### src/rtl/inst_fetch_if.sv
// inst_fetch_if: bus between the fetch stage and the combinational
// instruction ROM.
//   rom_addr : ROM word address (fetch -> ROM)
//   rom_sel  : ROM enable       (fetch -> ROM)
//   rom_dout : instruction word (ROM -> fetch), same cycle as rom_addr
// Modports: master = fetch stage, slave = ROM.
interface inst_fetch_if #(
  parameter int ROM_ADDR_BITS = 10
);
  logic [ROM_ADDR_BITS-1:0] rom_addr;
  logic                     rom_sel;
  logic [31:0]              rom_dout;

  modport master (output rom_addr, output rom_sel, input rom_dout);
  modport slave  (input rom_addr, input rom_sel, output rom_dout);
endinterface

### src/rtl/inst_fetch.sv
// inst_fetch: instruction-fetch stage of the MIPS core.
// Holds the PC, addresses the instruction ROM and captures the returned
// word into the IF/ID register with its PC and a valid bit. Honours
// decode stalls and execute redirects and counts delivered instructions.
//
// Ports:
//   clk, rst     : clock, synchronous active-high reset
//   stall        : hold PC and IF/ID
//   redirect     : load redirect_pc (word aligned) and squash the fetch
//   redirect_pc  : redirect target
//   rom          : inst_fetch_if.master (rom_addr, rom_sel, rom_dout)
//   if_pc        : PC of the IF/ID instruction
//   if_instr     : IF/ID instruction word
//   if_valid     : IF/ID holds a real instruction
//   fetch_cnt    : instructions delivered since reset (wraps)
//   halted       : fetch halted on syscall
//
// Optional feature: define FETCH_HALT_ON_SYSCALL_EN to stop fetching
// after a syscall (32'h0000_000C) is delivered. Without it, halted is 0.
module inst_fetch #(
  parameter int                  PC_BITS       = 32,
  parameter int                  ROM_ADDR_BITS = 10,
  parameter logic [PC_BITS-1:0]  RESET_PC      = 32'h0000_3000
) (
  input  logic                clk,
  input  logic                rst,
  input  logic                stall,
  input  logic                redirect,
  input  logic [PC_BITS-1:0]  redirect_pc,
  inst_fetch_if.master        rom,
  output logic [PC_BITS-1:0]  if_pc,
  output logic [31:0]         if_instr,
  output logic                if_valid,
  output logic [31:0]         fetch_cnt,
  output logic                halted
);

  typedef enum logic {S_RUN, S_HALT} state_t;

  state_t              r_state;
  state_t              w_state_nxt;
  logic [PC_BITS-1:0]  r_pc;
  logic [PC_BITS-1:0]  r_if_pc;
  logic [31:0]         r_if_instr;
  logic                r_if_valid;
  logic [31:0]         r_fetch_cnt;
  logic                w_capture;
  logic [PC_BITS-1:0]  w_redirect_pc;

  // A real capture happens only in RUN with neither redirect nor stall.
  assign w_capture     = (r_state == S_RUN) && !redirect && !stall;
  assign w_redirect_pc = redirect_pc & {{(PC_BITS-2){1'b1}}, 2'b00};

  // ROM word address is the PC offset from the text base; truncation
  // wraps it at the end of the ROM.
  assign rom.rom_addr = ROM_ADDR_BITS'((r_pc - RESET_PC) >> 2);

  // State register
  always_ff @(posedge clk) begin
    if (rst) r_state <= S_RUN;
    else     r_state <= w_state_nxt;
  end

  // Next-state logic
  always_comb begin
    w_state_nxt = r_state;
`ifdef FETCH_HALT_ON_SYSCALL_EN
    if (w_capture && (rom.rom_dout == 32'h0000_000C))
      w_state_nxt = S_HALT;
`endif
  end

  // Output logic; rom_sel is also held low during the reset cycle.
  always_comb begin
    rom.rom_sel = (r_state == S_RUN) && !rst;
`ifdef FETCH_HALT_ON_SYSCALL_EN
    halted      = (r_state == S_HALT);
`else
    halted      = 1'b0;
`endif
  end

  // PC, IF/ID register and delivery counter
  always_ff @(posedge clk) begin
    if (rst) begin
      r_pc        <= RESET_PC;
      r_if_pc     <= '0;
      r_if_instr  <= '0;
      r_if_valid  <= 1'b0;
      r_fetch_cnt <= '0;
    end else if (r_state == S_RUN) begin
      if (redirect) begin
        // Squash the fetch in flight; if_pc keeps its old value.
        r_pc       <= w_redirect_pc;
        r_if_instr <= '0;
        r_if_valid <= 1'b0;
      end else if (w_capture) begin
        r_if_instr  <= rom.rom_dout;
        r_if_pc     <= r_pc;
        r_if_valid  <= 1'b1;
        r_pc        <= r_pc + PC_BITS'(4);
        r_fetch_cnt <= r_fetch_cnt + 32'd1;
      end
    end else if (!stall) begin
      r_if_valid <= 1'b0;
    end
  end

  assign if_pc     = r_if_pc;
  assign if_instr  = r_if_instr;
  assign if_valid  = r_if_valid;
  assign fetch_cnt = r_fetch_cnt;

endmodule

### src/flat_wrapper.sv
// flat-port wrapper written by rule: the top's interface ports become plain ports
module inst_fetch_flat 
#(
  parameter int                  PC_BITS       = 32,
  parameter int                  ROM_ADDR_BITS = 10,
  parameter logic [PC_BITS-1:0]  RESET_PC      = 32'h0000_3000
)
  (clk, rst, stall, redirect, redirect_pc, if_pc, if_instr, if_valid, fetch_cnt, halted, rom_rom_addr, rom_rom_sel, rom_rom_dout);
  inst_fetch_if #(.ROM_ADDR_BITS(ROM_ADDR_BITS)) rom_i ();
  input  logic clk;
  input  logic rst;
  input  logic stall;
  input  logic redirect;
  input  logic [PC_BITS-1:0] redirect_pc;
  output logic [PC_BITS-1:0] if_pc;
  output logic [31:0] if_instr;
  output logic if_valid;
  output logic [31:0] fetch_cnt;
  output logic halted;
  output wire logic [$bits(rom_i.rom_addr)-1:0] rom_rom_addr;
  output wire logic [$bits(rom_i.rom_sel)-1:0] rom_rom_sel;
  input wire logic [$bits(rom_i.rom_dout)-1:0] rom_rom_dout;
  assign rom_rom_addr = rom_i.rom_addr;
  assign rom_rom_sel = rom_i.rom_sel;
  assign rom_i.rom_dout = rom_rom_dout;
  inst_fetch #(.PC_BITS(PC_BITS), .ROM_ADDR_BITS(ROM_ADDR_BITS), .RESET_PC(RESET_PC)) u_core (.clk(clk), .rst(rst), .stall(stall), .redirect(redirect), .redirect_pc(redirect_pc), .rom(rom_i), .if_pc(if_pc), .if_instr(if_instr), .if_valid(if_valid), .fetch_cnt(fetch_cnt), .halted(halted));
endmodule
### config.mk
export PLATFORM = sky130hd
export DESIGN_NAME = inst_fetch_flat
export DESIGN_NICKNAME = d
export VERILOG_FILES = /design/src/rtl/inst_fetch_if.sv /design/src/rtl/inst_fetch.sv /design/src/flat_wrapper.sv
export SDC_FILE = /design/constraint.sdc
export NUM_CORES = 1
export LEC_CHECK = 0
export CAP_MARGIN = 20
export CORE_UTILIZATION = 42
export DETAILED_ROUTE_END_ITERATION = 12
export GPL_ROUTABILITY_DRIVEN = 0
export GPL_TIMING_DRIVEN = 0
export PLACE_DENSITY = 0.86
export RECOVER_POWER = 25
export SYNTH_ARGS = -nofsm -noshare
export SYNTH_HDL_FRONTEND = slang
export SYNTH_SLANG_ARGS = --single-unit
### constraint.sdc
create_clock -name clk -period 2.2 [get_ports clk]
set_input_delay 0.44 -clock clk [delete_from_list [all_inputs] [get_ports clk]]
set_output_delay 0.44 -clock clk [all_outputs]
set_load 0.05 [all_outputs]
After elaboration in Yosys (flattened, before gate mapping)
Index checks and enable logic that the tools add are counted.
{ "totals": {"regBits": 129, "latch_bits": 0, "ram_bits": 0, "rom_bits": 0, "inputBits": 68, "out_inout_bits": 109, "elab_cells": 21, "memories": 0} }
{ "classes": {"add_sub_neg": 3, "n_mul": 0, "div_mod_pow": 0, "magnitude_cmp": 0, "n_eq_ne": 0, "shift": 0, "mux": 6, "n_bitwise": 1, "reduce_logical": 6} }
{ "op_table": {"columns": ["op", "count"], "rows": [
  ["two-way mux 32 bit", 4],
  ["adder 32 x 1 -> 32 bit (second input constant)", 1],
  ["adder 32 x 3 -> 32 bit (second input constant)", 1],
  ["subtractor 12 x 1 -> 12 bit (second input constant)", 1],
  ["logical NOT 1 bit", 3],
  ["two-way mux 1 bit", 2],
  ["AND reduction 2 bit", 1],
  ["nonzero test 2 bit", 1],
  ["logical AND 1 bit", 1],
  ["NOT 1 bit", 1]
]} }

Longest topological paths before layout
{ "logic_depth": {"ltp_word": 4, "depth_mapped": 8, "mapped_depth_nobuf": 5} }

Worst setup path before layout
Ideal clock, no wire load.
{ "synth_path": {"path_kind": "reg-to-reg", "startpoint": "register u_core.r_fetch_cnt[0], in the netlist u_core.fetch_cnt[0]", "endpoint": "register u_core.r_fetch_cnt[18], in the netlist u_core.fetch_cnt[18]", "setup_ps": 121, "arrival_ps": 2580, "t_required_ps": 2079, "slack_ps": -500, "path_stages_with_launch": 8, "path_buffers": 2, "period_less_slack_ps": 2700, "cell_sequence": "dfxtp_1 > ha_1 > or3b_1 > buf_2 > or4b_4 > buf_6 > nor4_1 > mux2_2"} }
{ "synth_between": {"elab_chain_cells": 1} }
{ "synth_rtl": {"columns": ["element", "line", "text"], "rows": [
  ["from (decl)", "inst_fetch.sv:46", "logic [31:0] r_fetch_cnt;"],
  ["from (signal assigned)", "inst_fetch.sv:102", "r_fetch_cnt <= r_fetch_cnt + 32'd1;"],
  ["adder 32 x 1 -> 32 bit", "inst_fetch.sv:102", null]
]} }
No other way between the ends.
A chain may end at the register's enable or synchronous reset.

Worst setup path after layout
{ "layout_path": {"startpoint": "register u_core.r_pc[11]", "endpoint": "register u_core.r_pc[20]"} }
{ "layout_between": {"elab_chain_cells": 3} }
{ "layout_rtl": {"columns": ["element", "line", "text"], "rows": [
  ["from (decl)", "inst_fetch.sv:42", "logic [PC_BITS-1:0] r_pc;"],
  ["from (signal assigned)", "inst_fetch.sv:94", "r_pc <= w_redirect_pc;"],
  ["from (signal assigned)", "inst_fetch.sv:101", "r_pc <= r_pc + PC_BITS'(4);"],
  ["adder 32 x 3 -> 32 bit", "inst_fetch.sv:101", null],
  ["two-way mux 32 bit", "inst_fetch.sv:97", "end else if (w_capture) begin"],
  ["two-way mux 32 bit", "inst_fetch.sv:92", "if (redirect) begin"]
]} }
No other way between the ends. The select of a mux whose other input is x is not followed.

==> results.cfg <==
[detailed_routing]
drt_wl_total_um = 17200
drtIter0Drc = 547
vias = 5927
dr.pass1.iters = 5
wl_per_cell_um = 16.4
drtAntennaViolNets = 0
vias_per_cell = 5.66
drc_errors = 0

[synth]
synthTopCellsByCount = dfxtp_1 (125), nand2_1 (88), nor2_1 (62)
syn_inst = 663
yosysTopAreaCellShare_pct = 44.7
yosysSeqAreaShare_pct = 44.7
ys_async_sr_fraction_pct = 0
yosysTopAreaCell = dfxtp_1
synth_warnings = 0
synth_edf_count = 0
syn_avg_cell_area_sq_um = 8.45
yosys-top-cells-area = dfxtp_1 (45%), mux2i_1 (5.9%), nand2_1 (5.9%), a21oi_1 (5.4%), nor2_1 (4.2%)
synth_top_flop_cell = dfxtp_1
synth_seq_cells = 125
synth.most_common_cell = dfxtp_1
ys_types = 56
synthesis.area_sq_mm = 0.00560

[cells_and_area]
synthToLayoutAreaGrowth_pct = 48.7
instances_no_fill = 1047
regArea_sq_mm = 0.00252
diodes = 0
multi_input_area_sq_mm = 0.00288
fin_util_pct = 65.0
nNetsFinal = 933
fill_cells = 1055
drive_above_1_share_pct = 10.9
fin_area_sq_mm = 0.00833

[critical_path]
critPathCaptureType = flop
reg2reg_depth = 4
critPathKind = reg -> reg
worst_path_max_delay_cell = or4_1
startpoint_type = flop
critical_path.max_fanout = 6
crit_cells = 4
max_stage_delay_ns = 0.66
arrival_ns = 2.57
path_cells = nand4_1 -> or4_1 -> or4_1 -> a311oi_1
crit_buf_inv = 0
critPathRequiredTime_ns = 2.52
crit_family = simple AND/OR/NAND/NOR gates
cp_common_cell = or4_1

[placed_design]
pre_cts_ws_ns = -0.734
place_area_sq_mm = 0.00756
dp_hpwl_um = 11700
dp_cells = 1008
port_buffers = 170

[min_path]
holdPathStages = 2
hold_class = reg -> reg

[sta]
rsz0062_at_grt = yes
fin_ws_ns = -0.0465
tightest_slew_ns = 0.722
relSlewSlack_pct = 51.8
setup_violations = 1
fmax_mhz = 445
period_share_pct = 102
hold_violations = 0
clock_skew_ns = 0.0110
min_period_ns = 2.25
hold_ws_ns = 0.452
drv_slew = 0
tns_ns = -0.0465

[pwr]
power_density_mw_per_mm2 = 729
leakage_nw = 3.07
intPower_mw = 4.56
sequentialPowerShare_pct = 40.0
irDropWorstVdd_mv = 0.485
power.switching_mw = 1.51
p_clk_share_pct = 47.6
comb_power_share_pct = 12.4
netSwitchingFraction_pct = 24.9
p_total_mw = 6.07

[floorplan]
die_area_sq_mm = 0.0138
start_util_pct = 43.7
dieHeight_um = 118
io_pins = 177
core_sq_mm = 0.0128
row_count = 41
die_w_um = 118

[global_routing]
overflow = 0
grtUsageTotal_pct = 25.0
grt_pass1_wl_um = 27700
grt_pass1_vias = 5634
grt_max_degree = 17
antenna_found_initial = 0

[clock_tree]
hold_buffers = 0
cts.htree.levels = 4
insertion_delay_ns = 0.41
cts_root_buffer = clkbuf_16
clock_path_buffers = 2
clkTransAtPathRegs_ns = 0.06
clock-sinks = 125
cts_tree = yes
cts_buffers = 17

[run_status]
status = complete, but fails checks
violations = setup timing

[flow_run]
cap_violations = 0
-- area by class of cell --
| type | count | area share (%) |
|---|---|---|
| flip-flops and latches | 125 | 30.2 |
| repair buffers | 182 | 21.1 |
| multi-input cells | 463 | 34.5 |
| well taps | 172 | 2.58 |
| clock inverters | 5 | 0.901 |
| inverters | 15 | 0.676 |
| clock buffers | 26 | 6.49 |
| plain buffers | 59 | 3.57 |
-- metal layers --
layer | vias up | wire, um | global-route usage (%) | share of wire, %
met5 | - | 0 | 0 | 0
met3 | 47 | 1790 | 7.85 | 10
li1 | 2766 | - | - | -
met4 | 0 | 479 | 13.1 | 2.8
met2 | 377 | 7940 | 40.0 | 46
met1 | 2737 | 6950 | 30.1 | 40
-- cells by family after synthesis --
family	share of synthesized area (%)
compound gates	14.2
other cells	0.0669
mux	6.30
buf+inv	6.23
flops	44.7
xor+xnor	2.97
simple gates	25.1
fa+ha+maj	0.446
-- power by group through the flow --
stage	Combinational [mW]	Sequential, mW	Clock (mW)
global placement	0.737	2.47	0
global route	0.800	2.44	3.03
floorplan	0.314	2.59	0
CTS	0.747	2.42	2.93
detailed placement	0.744	2.47	0
finish	0.750	2.43	2.89
-- flip-flops by register name, summed over array words and instances (netlist names) --
signal and flops:
u_core.if_pc 30, u_core.if_instr 32, u_core.r_pc 30, u_core.if_valid 1
u_core.fetch_cnt 32
-- worst register-to-register path: stages, from the launching register on --
cell and delay [ns]:
dfxtp_1 0.46, nand4_1 0.26, or4_1 0.66, or4_1 0.50
a311oi_1 0.27
-- layout by cell type, fill, tap and decap left out, types with 4 or more instances in the layout --
master           Yosys  final
or3_1                4      4
o31ai_1             19     16
buf_2                3      4
xor2_1               8      8
a21oi_1             60     59
xnor2_1             11     11
a311oi_1             4      4
nand3_1             18     18
clkbuf_1            39     39
dlygate4sd2_1        0     11
and4_1               9      9
or4_1               24     21
dfxtp_2              0      7
nor3_1              14     14
clkbuf_16            0     18
inv_1               15     15
a211oi_1             7      7
buf_4               13     21
nor2b_1              4      4
o21ai_0             14     14
clkbuf_2             0      5
clkbuf_8             0      7
nand4_1             21     21
nor2_1              62     62
clkdlybuf4s50_1      0    155
dfxtp_1            125    116
and3_1              11     11
mux2i_1             33     33
nand2_1             88     88
-- path summary, 6_finish.rpt --
kind	slack, ns	endpoint	from
setup / recovery	-0.05	u_core.r_pc[20]	u_core.r_pc[11]
setup reg to reg	-0.05	u_core.r_pc[20]	u_core.r_pc[11]
hold reg to reg	0.45	u_core.if_pc[15]	u_core.if_pc[15]
hold / removal	0.45	u_core.if_pc[15]	u_core.if_pc[15]
-- repair_timing --
item	4_1_cts	5_1_grt
setup endpoints to repair	65	33
pin swaps	3	4
setup buffers	8	2
resized for setup	28	28
cloned	1	0
Note: power is estimated with default switching activity, not from simulation.
